File: src/rtl/mem_arb_pkg.sv
// Shared widths, FSM state codes and grant ids for the cache/memory arbiter.
// Optional feature macro: MEM_ARB_RR_EN (round-robin grant on simultaneous requests).
package mem_arb_pkg;

  localparam int ADDR_W = 28;
  localparam int DATA_W = 128;

  localparam logic [1:0] IDLE   = 2'd0;
  localparam logic [1:0] BUSY_I = 2'd1;
  localparam logic [1:0] BUSY_D = 2'd2;
  localparam logic [1:0] TURN   = 2'd3;

  typedef enum logic {
    GNT_I = 1'b0,
    GNT_D = 1'b1
  } gnt_t;

endpackage

File: src/rtl/mem_arb_sel.sv
// Combinational grant selection between the I-cache and D-cache requests.
// With MEM_ARB_RR_EN defined a tie goes to the requester not granted last time.
module mem_arb_sel
  import mem_arb_pkg::*;
(
  input  logic req_i,
  input  logic req_d,
  input  logic last_grant,
  output logic gnt_valid,
  output logic gnt_d
);

  gnt_t sel;

`ifndef MEM_ARB_RR_EN
  // Fixed priority never looks at the previous winner.
  logic unused_last_grant;
  assign unused_last_grant = last_grant;
`endif

  always_comb begin
    sel = GNT_I;
    if (req_d && req_i) begin
`ifdef MEM_ARB_RR_EN
      sel = (last_grant == GNT_D) ? GNT_I : GNT_D;
`else
      sel = GNT_D;
`endif
    end else if (req_d) begin
      sel = GNT_D;
    end
  end

  assign gnt_valid = req_i | req_d;
  assign gnt_d     = (sel == GNT_D);

endmodule

File: src/rtl/mem_arbiter.sv
// Two-cache to single memory port arbiter: registered request forwarding, ready/rdata routing.
// Optional feature macro: MEM_ARB_RR_EN (round-robin tie break with a last_grant register).
module mem_arbiter
  import mem_arb_pkg::*;
(
  input  logic              clk,
  input  logic              proc_reset,
  input  logic              icache_read,
  input  logic              icache_write,
  input  logic [ADDR_W-1:0] icache_addr,
  input  logic [DATA_W-1:0] icache_wdata,
  output logic [DATA_W-1:0] icache_rdata,
  output logic              icache_ready,
  input  logic              dcache_read,
  input  logic              dcache_write,
  input  logic [ADDR_W-1:0] dcache_addr,
  input  logic [DATA_W-1:0] dcache_wdata,
  output logic [DATA_W-1:0] dcache_rdata,
  output logic              dcache_ready,
  output logic              mem_read,
  output logic              mem_write,
  output logic [ADDR_W-1:0] mem_addr,
  output logic [DATA_W-1:0] mem_wdata,
  input  logic [DATA_W-1:0] mem_rdata,
  input  logic              mem_ready
);

  logic [1:0]        state_q, state_d;
  logic              mem_read_q, mem_read_d;
  logic              mem_write_q, mem_write_d;
  logic [ADDR_W-1:0] mem_addr_q, mem_addr_d;
  logic [DATA_W-1:0] mem_wdata_q, mem_wdata_d;
  logic              gnt_valid;
  logic              gnt_d;
  logic              last_grant;

`ifdef MEM_ARB_RR_EN
  logic last_grant_q, last_grant_d;
  assign last_grant = last_grant_q;
`else
  assign last_grant = GNT_I;
`endif

  mem_arb_sel u_sel (
    .req_i      (icache_read | icache_write),
    .req_d      (dcache_read | dcache_write),
    .last_grant (last_grant),
    .gnt_valid  (gnt_valid),
    .gnt_d      (gnt_d)
  );

  // A write wins over a simultaneous read from the same cache.
  always_comb begin
    state_d     = state_q;
    mem_read_d  = mem_read_q;
    mem_write_d = mem_write_q;
    mem_addr_d  = mem_addr_q;
    mem_wdata_d = mem_wdata_q;
`ifdef MEM_ARB_RR_EN
    last_grant_d = last_grant_q;
`endif
    case (state_q)
      IDLE: begin
        if (gnt_valid) begin
          if (gnt_d) begin
            mem_write_d = dcache_write;
            mem_read_d  = dcache_read & ~dcache_write;
            mem_addr_d  = dcache_addr;
            mem_wdata_d = dcache_wdata;
            state_d     = BUSY_D;
          end else begin
            mem_write_d = icache_write;
            mem_read_d  = icache_read & ~icache_write;
            mem_addr_d  = icache_addr;
            mem_wdata_d = icache_wdata;
            state_d     = BUSY_I;
          end
`ifdef MEM_ARB_RR_EN
          last_grant_d = gnt_d ? GNT_D : GNT_I;
`endif
        end
      end
      BUSY_I, BUSY_D: begin
        if (mem_ready) begin
          mem_read_d  = 1'b0;
          mem_write_d = 1'b0;
          state_d     = TURN;
        end
      end
      TURN: state_d = IDLE;
      default: state_d = IDLE;
    endcase
  end

  always_ff @(posedge clk) begin
    if (proc_reset) begin
      state_q     <= IDLE;
      mem_read_q  <= 1'b0;
      mem_write_q <= 1'b0;
      mem_addr_q  <= '0;
      mem_wdata_q <= '0;
`ifdef MEM_ARB_RR_EN
      last_grant_q <= GNT_I;
`endif
    end else begin
      state_q     <= state_d;
      mem_read_q  <= mem_read_d;
      mem_write_q <= mem_write_d;
      mem_addr_q  <= mem_addr_d;
      mem_wdata_q <= mem_wdata_d;
`ifdef MEM_ARB_RR_EN
      last_grant_q <= last_grant_d;
`endif
    end
  end

  // Responses reach only the cache whose transaction is in flight.
  assign icache_ready = (state_q == BUSY_I) & mem_ready;
  assign dcache_ready = (state_q == BUSY_D) & mem_ready;
  assign icache_rdata = (state_q == BUSY_I) ? mem_rdata : '0;
  assign dcache_rdata = (state_q == BUSY_D) ? mem_rdata : '0;

  assign mem_read  = mem_read_q;
  assign mem_write = mem_write_q;
  assign mem_addr  = mem_addr_q;
  assign mem_wdata = mem_wdata_q;

endmodule

File: config.mk
export PLATFORM = sky130hd
export DESIGN_NAME = mem_arbiter
export DESIGN_NICKNAME = d
export VERILOG_FILES = /design/src/rtl/mem_arb_pkg.sv /design/src/rtl/mem_arb_sel.sv /design/src/rtl/mem_arbiter.sv
export SDC_FILE = /design/constraint.sdc
export NUM_CORES = 1
export LEC_CHECK = 0
export CAP_MARGIN = 20
export CORE_AREA = 2 2 337 339
export CTS_CLUSTER_SIZE = 16
export DETAILED_ROUTE_END_ITERATION = 7
export DIE_AREA = 0 0 339 341
export PLACE_DENSITY = 0.35
export RECOVER_POWER = 100
export SETUP_SLACK_MARGIN = 0.3
export SLEW_MARGIN = 20
export SYNTH_ARGS = -nofsm -noshare
export SYNTH_HDL_FRONTEND = slang
export SYNTH_SLANG_ARGS = --single-unit
File: constraint.sdc
create_clock -name clk -period 3.2 [get_ports clk]
set_input_delay 0.64 -clock clk [delete_from_list [all_inputs] [get_ports clk]]
set_output_delay 0.64 -clock clk [all_outputs]
set_load 0.02 [all_outputs]
==> results.tsv <==
stage	metric	value	unit
status	status	finished clean	
setup_path	CP startpoint kind	flop	
routing	routed vias/inst	3.52	
logic_synthesis	Cell variety after synth	28	
clock_tree	Hold-fix buffers, CTS	0	
logic_synthesis	number of flops mapped to enable cells by yosys	0	
grt	largest net degree at the start of global routing	137	
logic_synthesis	Post-Syn Instances	1207	
logic_synthesis	top cells by area, synth	dfxtp_1 32%, a311oi_2 23%, and2_1 16%	
grt	initial antenna violation count	17	
logic_synthesis	mapped cell area	9990	sq um
timing	Max Fclk	339	MHz
logic_synthesis	sequential area share after synthesis	32.1	%
logic_synthesis	mux contribution to synthesized area	0.301	%
routing	# DRC	0	
clock_tree	CTS max path bufs	2	
grt	vias in the first global route	12468	
logic_synthesis	cell taking the most area after synthesis	dfxtp_1	
setup_path	WP data arrival	2.31	ns
layout	Layout Nets	2441	
grt	global-route wire length before repair	114	mm
timing	RSZ-0062 raised after global routing	true	
timing	Final Hold Fails	0	
die	die width	339	um
logic_synthesis	area share of fa/ha/maj cells after synthesis	0.501	%
logic_synthesis	ys flop type	dfxtp_1	
clock_tree	CTS tree	built	
place	routability cong.	1.05	
pwr	leakage power	7.99	nW
layout	share of cells above drive strength 1	7.10	%
logic_synthesis	#FFs+latches synth	160	
layout	Non-Filler Instances	3511	
die	CORE AREA	112000	sq um
setup_path	Critical Path Sink Type	output pin	
timing	Finish-stage setup viols	0	
pwr	overall power	0.0151	W
die	die area	116000	sq um
logic_synthesis	post-synth top area share	32.1	%
timing	setup slack after layout	0.251	ns
clock_tree	Num CTS Buffers	17	
clock_tree	CTS clk-pin slew, worst paths	0.07	ns
setup_path	Setup Crit Path Kind	flop to output pin	
logic_synthesis	net count after synthesis	1658	
routing	vias	12345	
die	die height	341	um
logic_synthesis	compound-gate portion of the synthesized area	31.6	%
die	starting density of the core	8.93	%
timing	Least-Margin Pin Slew	1.21	ns
clock_tree	H-tree Lvls	4	
place	post-detail-place hpwl	69.8	mm
clock_tree	worst skew pair latency	0.51	ns
setup_path	worst path required time	2.56	ns
grt	grt ovf	0	
run	max_cap viols	0	
routing	drt first pass iters	5	
setup_path	crit-path max FO	4	
timing	Max-slew headroom	19.4	%
timing	Max Slew Vio Count	0	
die	# IOs	863	
logic_synthesis	Post-Synth Simple-Gate Area	28.5	%
logic_synthesis	FFs w/ async S/R, synth	0	%
routing	Initial DRC Count	649	
logic_synthesis	most common cell in the synthesized netlist	and2_1	
place	Place WS	0.253	ns
clock_tree	Clock Root Buffer	clkbuf_16	
logic_synthesis	yosys synthesis warning count	0	
pwr	Max VDD drop	0.635	mV
routing	Antenna Violating Nets Remaining	0	
clock_tree	CTS Sinks	160	
logic_synthesis	XOR/XNOR Fraction of Synth Area	0	%
setup_path	worst flop-to-flop path startpoint	state_q[1]	
timing	Period minus WS final	2.95	ns
place	Inst Count DP	3460	
layout	area delta synth->final	99.1	%
die	FP Rows	123	
setup_path	worst setup path start	state_q[0]	
logic_synthesis	Synth top cells by count	258 x and2_1, 160 x dfxtp_1, 158 x nand2_1, 158 x nor2_1, 153 x o21ai_0	
hold_path	Hold Crit Class	flop to flop	
timing	Setup Total Neg Slack	0	ns
grt	GRT Total Usage	14.4	%
routing	DR WL/cell	24.8	um
pwr	pwr dens	759	nW/um^2
hold_path	hold wc startpoint	mem_read	
logic_synthesis	main combinational cell family by area after synthesis	compound AO/OA/AOI/OAI gates	
place	Buffers on Ports	862	
timing	Max Clock Skew	0.0207	ns
logic_synthesis	Avg Cell Area, Syn	8.28	sq um
routing	final WL	87.0	mm
timing	fin crit share	92.2	%
-- sequential cells by signal (all words and copies together) (netlist names) --
register,cells
mem_wdata,128
state_q,2
mem_addr,28
mem_read,1
mem_write,1
-- report_power, final --
group,switching [W],internal [W]
clock network,0.00104,0.00126
registers,0.000435,0.00280
logic,0.00596,0.00361
-- layout make-up --
class,instances,area (sq um)
fill,12820,92000
tap,1500,1880
multi-input combinational,908,5600
antenna,11,27.5
sequential,160,3200
inverter,5,18.8
timing repair buffer,898,8570
clock buffer,20,457
clock inverter,9,136
-- placed cells by master, fill, tap and decap left out, types with 3 or more instances in the layout --
master | synthesis | layout
clkinv_4 | 0 | 3
clkdlybuf4s25_1 | 0 | 5
and2_0 | 0 | 54
inv_1 | 5 | 5
clkdlybuf4s50_1 | 0 | 443
nand2_1 | 158 | 158
clkbuf_16 | 0 | 17
o21ai_1 | 4 | 4
buf_12 | 0 | 9
dlygate4sd2_1 | 0 | 208
o21ai_0 | 153 | 153
clkbuf_2 | 0 | 4
clkbuf_4 | 0 | 3
and2_1 | 258 | 204
dfxtp_1 | 160 | 160
nor2_1 | 158 | 159
dlygate4sd3_1 | 0 | 163
diode_2 | 0 | 11
ha_1 | 4 | 3
a311oi_1 | 6 | 84
bufinv_16 | 0 | 3
mux2i_1 | 3 | 3
a311oi_2 | 150 | 72
buf_6 | 19 | 3
buf_4 | 1 | 14
clkbuf_1 | 81 | 39
-- through the flow --
stage / cell area [sq um] / util, % / hold slack (ns)
after detailed placement: 20200 / 18.0 / 0.479
after floorplan: 9990 / - / 0.468
after global placement: 20200 / 18.0 / 0.482
final: 19900 / 17.8 / 0.482
after global routing: 19900 / 17.8 / 0.500
after CTS: 20600 / 18.4 / 0.492
-- kinds of logic after synthesis --
group | Yosys count
multiplexers | 3
buffers and inverters | 139
AND/OR/NAND/NOR | 580
adder cells (fa/ha/maj) | 4
AO/OA/AOI/OAI | 321
flip-flops | 160
-- path summary, 6_finish.rpt --
check                         end  slack (ns)  depth (start not counted)
hold reg to reg          mem_read        0.48                          2
hold / removal           mem_read        0.48                          2
setup reg to reg    mem_wdata[62]        0.88                          7
setup / recovery  dcache_rdata[9]        0.25                          6
-- layer usage --
layer	vias to the layer above	share of wire [%]	track usage, %
met4	8	1.4	3.44
met5	-	0.051	0
li1	5750	-	-
met2	525	50	25.4
met1	6006	41	17.0
met3	56	7.2	4.55
-- critical path, stage by stage (launching register included) --
cell and delay [ns]:
dfxtp_1 0.33, inv_1 0.13, ha_1 0.25, buf_12 0.15, clkbuf_2 0.26, and2_1 0.16, dlygate4sd2_1 0.50
-- repair_timing --
item	4_1_cts	5_1_grt
cloned	1	0
gates resized for setup	232	54
endpoints found under the hold margin	0	0
endpoints found under the setup margin	240	48
buffers inserted	10	0
pin swaps	2	0
No activity file was read; power rests on OpenSTA's default activity.
